## config.mk

```make
export PLATFORM = sky130hd
export DESIGN_NAME = calc3_port_issuer
export DESIGN_NICKNAME = d
export VERILOG_FILES = /design/src/rtl/calc3_port_issuer.sv
export SDC_FILE = /design/constraint.sdc
export NUM_CORES = 1
export LEC_CHECK = 0
export ABC_AREA = 1
export CELL_PAD_IN_SITES_DETAIL_PLACEMENT = 0
export CELL_PAD_IN_SITES_GLOBAL_PLACEMENT = 2
export CORE_MARGIN = 2
export CORE_UTILIZATION = 29
export DETAILED_ROUTE_END_ITERATION = 7
export PLACE_DENSITY = 0.88
export SLEW_MARGIN = 30
export SYNTH_ARGS = -nofsm -noshare
export SYNTH_HDL_FRONTEND = slang
export SYNTH_SLANG_ARGS = --single-unit
```

## constraint.sdc

```tcl
create_clock -name c_clk -period 3.3 [get_ports c_clk]
set_input_delay 0.66 -clock c_clk [delete_from_list [all_inputs] [get_ports c_clk]]
set_output_delay 0.66 -clock c_clk [all_outputs]
set_load 0.01 [all_outputs]
```

## src/rtl/calc3_port_issuer.sv

```systemverilog
// calc3_port_issuer: issues requests to a single calc3 port using four tags,
// tracks each tag (FREE -> ISSUED -> DONE -> FREE) and returns responses
// through a 4-entry completion FIFO in arrival order.
//
// Handshakes: a transfer happens at a rising edge where valid and ready are
// both 1. The request side uses req_valid/req_ready and the completion side
// uses cpl_valid/cpl_ready. Payloads are held stable while valid=1 and
// ready=0, and ready never depends on valid.
module calc3_port_issuer (
    input  logic        c_clk,
    input  logic        rst,
    input  logic        req_valid,
    output logic        req_ready,
    input  logic [3:0]  req_cmd,
    input  logic [3:0]  req_d1,
    input  logic [3:0]  req_d2,
    input  logic [3:0]  req_r1,
    input  logic [31:0] req_data,
    output logic [3:0]  cmd,
    output logic [3:0]  d1,
    output logic [3:0]  d2,
    output logic [3:0]  r1,
    output logic [31:0] data_in,
    output logic [1:0]  tag_in,
    input  logic [31:0] data_out,
    input  logic [1:0]  resp,
    input  logic [1:0]  tag_out,
    output logic        cpl_valid,
    input  logic        cpl_ready,
    output logic [1:0]  cpl_resp,
    output logic [1:0]  cpl_tag,
    output logic [31:0] cpl_data,
    output logic [2:0]  outstanding,
    output logic        err_spurious
);

    typedef enum logic [1:0] {
        TAG_FREE   = 2'd0,
        TAG_ISSUED = 2'd1,
        TAG_DONE   = 2'd2
    } tag_state_e;

    // Per-tag state machines; readable hierarchically for debug.
    tag_state_e tag_state_q [4];
    tag_state_e tag_state_d [4];

    logic [35:0] fifo_q [4];
    logic [1:0]  wr_ptr_q, rd_ptr_q;
    logic [2:0]  count_q;

    logic [3:0]  cmd_q, cmd_d, d1_q, d1_d, d2_q, d2_d, r1_q, r1_d;
    logic [31:0] data_q, data_d;
    logic [1:0]  tag_q, tag_d;
    logic        err_q;

    logic        any_free;
    logic [1:0]  alloc_tag;
    logic        accept, issue, push, pop, rsp_hit, rsp_spur;
    logic [35:0] head;
    logic [2:0]  busy_cnt;

    // Lowest-numbered FREE tag and the count of tags in use.
    always_comb begin
        any_free  = 1'b0;
        alloc_tag = 2'd0;
        busy_cnt  = 3'd0;
        for (int i = 3; i >= 0; i--) begin
            if (tag_state_q[i] == TAG_FREE) begin
                any_free  = 1'b1;
                alloc_tag = 2'(i);
            end else begin
                busy_cnt = busy_cnt + 3'd1;
            end
        end
    end

    assign req_ready = rst & any_free;
    assign accept    = req_valid & req_ready;
    // A zero command is consumed without touching a tag or the port.
    assign issue     = accept & (req_cmd != 4'd0);

    assign head      = fifo_q[rd_ptr_q];
    assign cpl_valid = (count_q != 3'd0);
    assign pop       = cpl_valid & cpl_ready;
    assign rsp_hit   = (resp != 2'd0) && (tag_state_q[tag_out] == TAG_ISSUED);
    assign rsp_spur  = (resp != 2'd0) && !rsp_hit;
    assign push      = rsp_hit;

    // Tag transitions; a popped tag is DONE so it cannot collide with the
    // responding (ISSUED) tag or the allocated (FREE) tag in the same edge.
    always_comb begin
        for (int i = 0; i < 4; i++) begin
            tag_state_d[i] = tag_state_q[i];
        end
        if (pop)     tag_state_d[head[33:32]] = TAG_FREE;
        if (rsp_hit) tag_state_d[tag_out]     = TAG_DONE;
        if (issue)   tag_state_d[alloc_tag]   = TAG_ISSUED;
    end

    // Port drive for the cycle after an accept; zero otherwise.
    always_comb begin
        cmd_d  = 4'd0;
        d1_d   = 4'd0;
        d2_d   = 4'd0;
        r1_d   = 4'd0;
        data_d = 32'd0;
        tag_d  = 2'd0;
        if (issue) begin
            cmd_d  = req_cmd;
            d1_d   = req_d1;
            d2_d   = req_d2;
            r1_d   = req_r1;
            data_d = req_data;
            tag_d  = alloc_tag;
        end
    end

    // Tag state, FIFO pointers, port registers and error pulse.
    always_ff @(posedge c_clk) begin
        if (!rst) begin
            for (int i = 0; i < 4; i++) tag_state_q[i] <= TAG_FREE;
            wr_ptr_q <= 2'd0;
            rd_ptr_q <= 2'd0;
            count_q  <= 3'd0;
            cmd_q    <= 4'd0;
            d1_q     <= 4'd0;
            d2_q     <= 4'd0;
            r1_q     <= 4'd0;
            data_q   <= 32'd0;
            tag_q    <= 2'd0;
            err_q    <= 1'b0;
        end else begin
            for (int i = 0; i < 4; i++) tag_state_q[i] <= tag_state_d[i];
            if (push) wr_ptr_q <= wr_ptr_q + 2'd1;
            if (pop)  rd_ptr_q <= rd_ptr_q + 2'd1;
            count_q  <= count_q + {2'd0, push} - {2'd0, pop};
            cmd_q    <= cmd_d;
            d1_q     <= d1_d;
            d2_q     <= d2_d;
            r1_q     <= r1_d;
            data_q   <= data_d;
            tag_q    <= tag_d;
            err_q    <= rsp_spur;
        end
    end

    // Completion storage; contents are only visible while the entry is valid.
    always_ff @(posedge c_clk) begin
        if (rst && push) fifo_q[wr_ptr_q] <= {resp, tag_out, data_out};
    end

    assign cmd          = cmd_q;
    assign d1           = d1_q;
    assign d2           = d2_q;
    assign r1           = r1_q;
    assign data_in      = data_q;
    assign tag_in       = tag_q;
    assign cpl_resp     = cpl_valid ? head[35:34] : 2'd0;
    assign cpl_tag      = cpl_valid ? head[33:32] : 2'd0;
    assign cpl_data     = cpl_valid ? head[31:0]  : 32'd0;
    assign outstanding  = busy_cnt;
    assign err_spurious = err_q;

endmodule

```

## Yosys cells after proc, flatten, opt, wreduce, memory -nomap -nowiden

Memory sizes are Yosys's and may differ from the RTL's. A register that Yosys moved wholly into a read port is not among the register bits.
Cells that the tools add are included.

| storage, ports and cells | value |
|---|---|
| register bits | 58 |
| bits in latches | 0 |
| memory bits (writable) | 152 |
| ROM bits | 0 |
| input port bits | 88 |
| logic and storage cells | 94 |
| memories | 2 |

Memories:

| name | depth | width | rd ports | clocked after Yosys merged registers in | write ports | line | text |
|---|---|---|---|---|---|---|---|
| fifo_q | 4 | 36 | 1 | 1 | 1 | 47 | `logic [35:0] fifo_q [4];` |
| tag_state_q | 4 | 2 | 5 | 0 | 4 | 44 | `tag_state_e tag_state_q [4];` |

| operators by class | value |
|---|---|
| $add $sub $neg | 7 |
| $mul | 0 |
| divide/modulo/power cells | 0 |
| order comparisons | 6 |
| equality and inequality tests | 1 |
| shift-type cells | 0 |
| muxes and demuxes | 34 |
| bitwise gates (word level) | 19 |
| reductions and logical operators | 15 |

Operator list:

| kind | count |
|---|---|
| 2-to-1 mux 32 bit | 1 |
| 2-to-1 mux 2 bit | 15 |
| 2-to-1 mux 8 bit | 3 |
| demux 2 bit (select 2 bit) | 3 |
| adder 3 x 1 -> 3 bit, second input constant | 3 |
| >= comparator 3 bit, second input constant | 3 |
| less-than comparator 3 x 1 -> 1 bit, second input constant | 3 |
| 2-to-1 mux 1 bit | 9 |
| 2-to-1 mux 3 bit | 3 |
| NOT 2 -> 3 bit | 3 |
| bitwise AND 4 bit | 2 |
| bitwise AND 8 bit | 1 |
| logical NOT 2 bit | 4 |
| NOT 4 bit | 2 |
| NOT 8 bit | 1 |
| bitwise OR 4 bit | 2 |
| logical AND 1 bit | 6 |
| adder 2 x 1 -> 2 bit, second input constant | 2 |
| bitwise AND 1 bit | 4 |
| bitwise OR 1 bit | 4 |
| nonzero test 4 bit | 1 |
| adder 3 x 1 -> 3 bit | 1 |
| nonzero test 3 bit | 1 |
| subtractor 3 x 1 -> 3 bit | 1 |
| other kinds (4) | 4 |

## Logic depth before layout (Yosys ltp)

An unclocked memory read counts as a cell.

| depth | value |
|---|---|
| word-level depth | 15 |
| depth in mapped cells | 14 |
| mapped depth without buffers | 14 |

## Worst setup path after synthesis

OpenSTA, ideal clock, no wires.

| timing path | value |
|---|---|
| path type | input-to-reg |
| start point | input tag_out[1] |
| end point | memory fifo_q[0][0], enable pin |
| setup time | 0.429 ns |
| arrival time | 2.871 ns |
| data required time | 2.871 ns |
| setup slack | -0.001 ns |
| cell stages on the path | 8 |
| buffers on the path | 0 |
| cell sequence | inv_1 nor2_1 nand2_1 nand2_1 nor2_2 and2_2 nand3_1 nor2_1 |

| between the ends | value |
|---|---|
| longest elaborated chain between the ends | 6 |

RTL lines:

| what | line | text |
|---|---|---|
| start: declaration | 27 | `input logic [1:0] tag_out,` |
| memory read (4 x 2 bit) | - |  |
| equality test 2 x 1 -> 1 bit | 85 | `assign rsp_hit = (resp != 2'd0) && (tag_state_q[tag_out] == TAG_ISSUED);` |
| logical AND 1 bit | 85 |  |
| logical AND 1 bit | 149 | `if (rst && push) fifo_q[wr_ptr_q] <= {resp, tag_out, data_out};` |
| 2-to-1 mux 1 bit | 149 |  |
| 2-to-1 mux 1 bit (implied by the code) | 149 |  |
| end: declaration | 47 |  |

No other way between the ends.

==> impl_metrics.ini <==
[outcome]
status = finished clean

[placement]
port-buffer-count = 179
gp_congestion = 0.738
dpl.hpwl_um = 13300

[route]
vias_per_cell = 4.27
routedWlPerCell_um = 14.6
routed-via-count = 5848
drc = 0
drt_wl_total_um = 20000
firstDrtPassIters = 4
drt_iter0_drc = 355
drtAntennaViolNets = 0

[worst_setup_path]
crit_path_end_kind = output pin
worstPathArrival_ps = 2490
worstSetupPathType = reg2out
worst-path-buf-inv = 2
worstPathRequired_ps = 2640
slowest_stage = clkdlybuf4s50_1
startpoint_type = flip-flop
worstPathMaxFanout = 22
slowest_delay_ps = 590
path_cells = buf_6 > nor2_1 > nor2_1 > o21ai_0 > a21oi_1 > clkdlybuf4s50_1
path_common_cell = nor2_1
cpLargestDelayFamily = buffers and inverters

[timing]
hold_violations = 0
tightestPinTransition_ps = 476
setup_viol = 0
finalCriticalPeriod_ps = 3150
slew_headroom_pct = 67.9
fmax_mhz = 318
slew_violations = 0
post-route-period-util_pct = 95.4
rsz0062_at_grt = no
finClkSkew_ps = 6.15
fin_tns_setup_ps = 0

[cells_and_area]
synthToLayoutAreaGrowth_pct = 37.3
seqCellArea_um2 = 5690
fill_cells = 2767
drive_gt1_share_pct = 9.75
fin_nets = 1068
multi_input_area_um2 = 2190

[min_path]
hp-class = reg2reg

[clock_tree]
cts_tree = built
insertion_delay_ps = 510
htree_num_levels = 1
ctsHoldBuffers = 0
cts_made_buffers = 24
clock_path_buffers = 3
cts.sinks = 212
clk_pin_slew_ps = 60
clockRootBuffer = clkbuf_16

[die]
die_h_um = 174
fp.dieW_um = 174
io_pins = 180
coreArea_um2 = 28500
start_util_pct = 29.2
rows = 62
die_area_um2 = 30100

[logic_synthesis]
synth_top_area_cell = edfxtp_1
synthTopCellsByCount = 187 x nor2_1, 144 x edfxtp_1, 83 x inv_1, 72 x o21ai_0, 71 x nand2_1
ys_warn_count = 0
syn_inst = 772
seq_area_frac_synth_pct = 68.2
async_reset_ff_share_pct = 0
synth-edff-count = 144
synth_nets = 872
netlist_area_um2 = 8340
yosysMostFrequentCell = nor2_1
ys.flop_type = edfxtp_1
synth_cell_type_count = 33
synth_top_area_share_pct = 51.8
synth_area_leaders = edfxtp_1 52%, dfxtp_1 16%, nor2_1 8.4%
avgSynthCellArea_um2 = 10.8
ys_ff_latch = 212

[power]
static-leakage-power_nw = 4.38
ir_drop_mv = 0.346
p_total_mw = 7.32
p_per_area_nw_per_um2 = 639

[global_routing]
grt_start_max_net_pins = 48
overflow = 0
grt_pass1_wl_um = 32300
grt.total_usage_pct = 13.3
grt_pass1_vias = 6199
antenna_found_initial = 1

[flow_run]
cap_violations = 0
-- tightest hold or removal path, delay by kind of cell, from the launching register on --
family          cells  cell delay [ps]
compound gates      1               70
buf+inv             1               60
flops               1              290
-- kinds of logic (layout without fill, tap and decap cells) --
group                    count (synthesis)  in the layout  share of synthesized area [%]
AO/OA/AOI/OAI                          118            118                           7.14
XOR/XNOR                                 4              4                          0.420
adder cells (fa/ha/maj)                 12             12                           1.89
buffers and inverters                  121            334                           6.03
flip-flops                             212            212                           68.2
other                                    0              1                              0
AND/OR/NAND/NOR                        305            305                           16.4
-- placed cells by master (no fill, tap or decap), drive strengths merged --
cell             n
o21ai           74
xnor2            1
nand3           15
inv             86
ha              11
nand2           72
buf             24
nor2           210
dfxtp           68
clkbuf          35
xor2             3
clkinvlp         1
and2             1
or2              1
dlymetal6s2s     2
fa               1
clkdlybuf4s50  177
edfxtp         144
nand4            4
clkinv           9
nor3             1
a31oi            1
nor4             1
diode            1
a21oi           43
-- cell type report --
type,count,share of cell area (%)
inverters,88,2.88
clock inverters,8,0.437
multi-input cells,439,19.2
clock buffers,35,5.78
well taps,384,4.19
repair buffers,203,17.8
flip-flops and latches,212,49.7
diodes,1,0.0218
-- where the power goes --
group / switching (mW) / internal, mW / total (mW) / leakage, nW
Clock: 1.01 / 1.39 / 2.39 / 0.344
Combinational: 1.08 / 0.893 / 1.97 / 2.19
Sequential: 0.0586 / 2.90 / 2.96 / 1.85
Total: 2.14 / 5.18 / 7.32 / 4.38
-- sequential cells by signal, summed over array words and instances, names as in the netlist, named ones only --
name          count
cmd               4
data_in          32
r1                4
d1                4
rd_ptr_q          2
count_q           3
fifo_q          144
tag_in            2
d2                4
wr_ptr_q          2
tag_state_q       8
err_spurious      1
-- path summary, 6_finish.rpt --
check	start	end	slack (ps)	cells after the start
max	flip-flop	cpl_data[25]	150	6
min	rd_ptr_q[1]	flip-flop	460	2
max reg2reg	tag_state_q[0][0]	count_q[2]	1130	13
min reg2reg	rd_ptr_q[1]	flip-flop	460	2
-- per-layer routing --
metal  global-route usage, %  wire length [µm]  vias up
met4                    3.75               412        2
li1                        -                 -     2915
met3                    4.93              1950       34
met1                    16.0              8380     2694
met5                       0                13        -
met2                    22.6              9260      203
-- per-stage QoR --
stage	cells	utilization, %	worst slack (ps)	hold WS [ps]	area (µm²)
6_report	1370	40.1	151	463	11500
5_1_grt	1369	40.1	47.5	484	11500
4_1_cts	1369	40.0	7.15	466	11400
3_5_place_dp	1325	37.5	120	455	10700
3_3_place_gp	1325	37.5	176	442	10700
2_1_floorplan	772	-	-0.684	437	8340
-- timing repair --
action / CTS / global route
resized for setup: 2 / 5
setup buffers: 1 / 0
setup endpoints to repair: 3 / 4
Note: power is estimated with default switching activity, not from simulation.
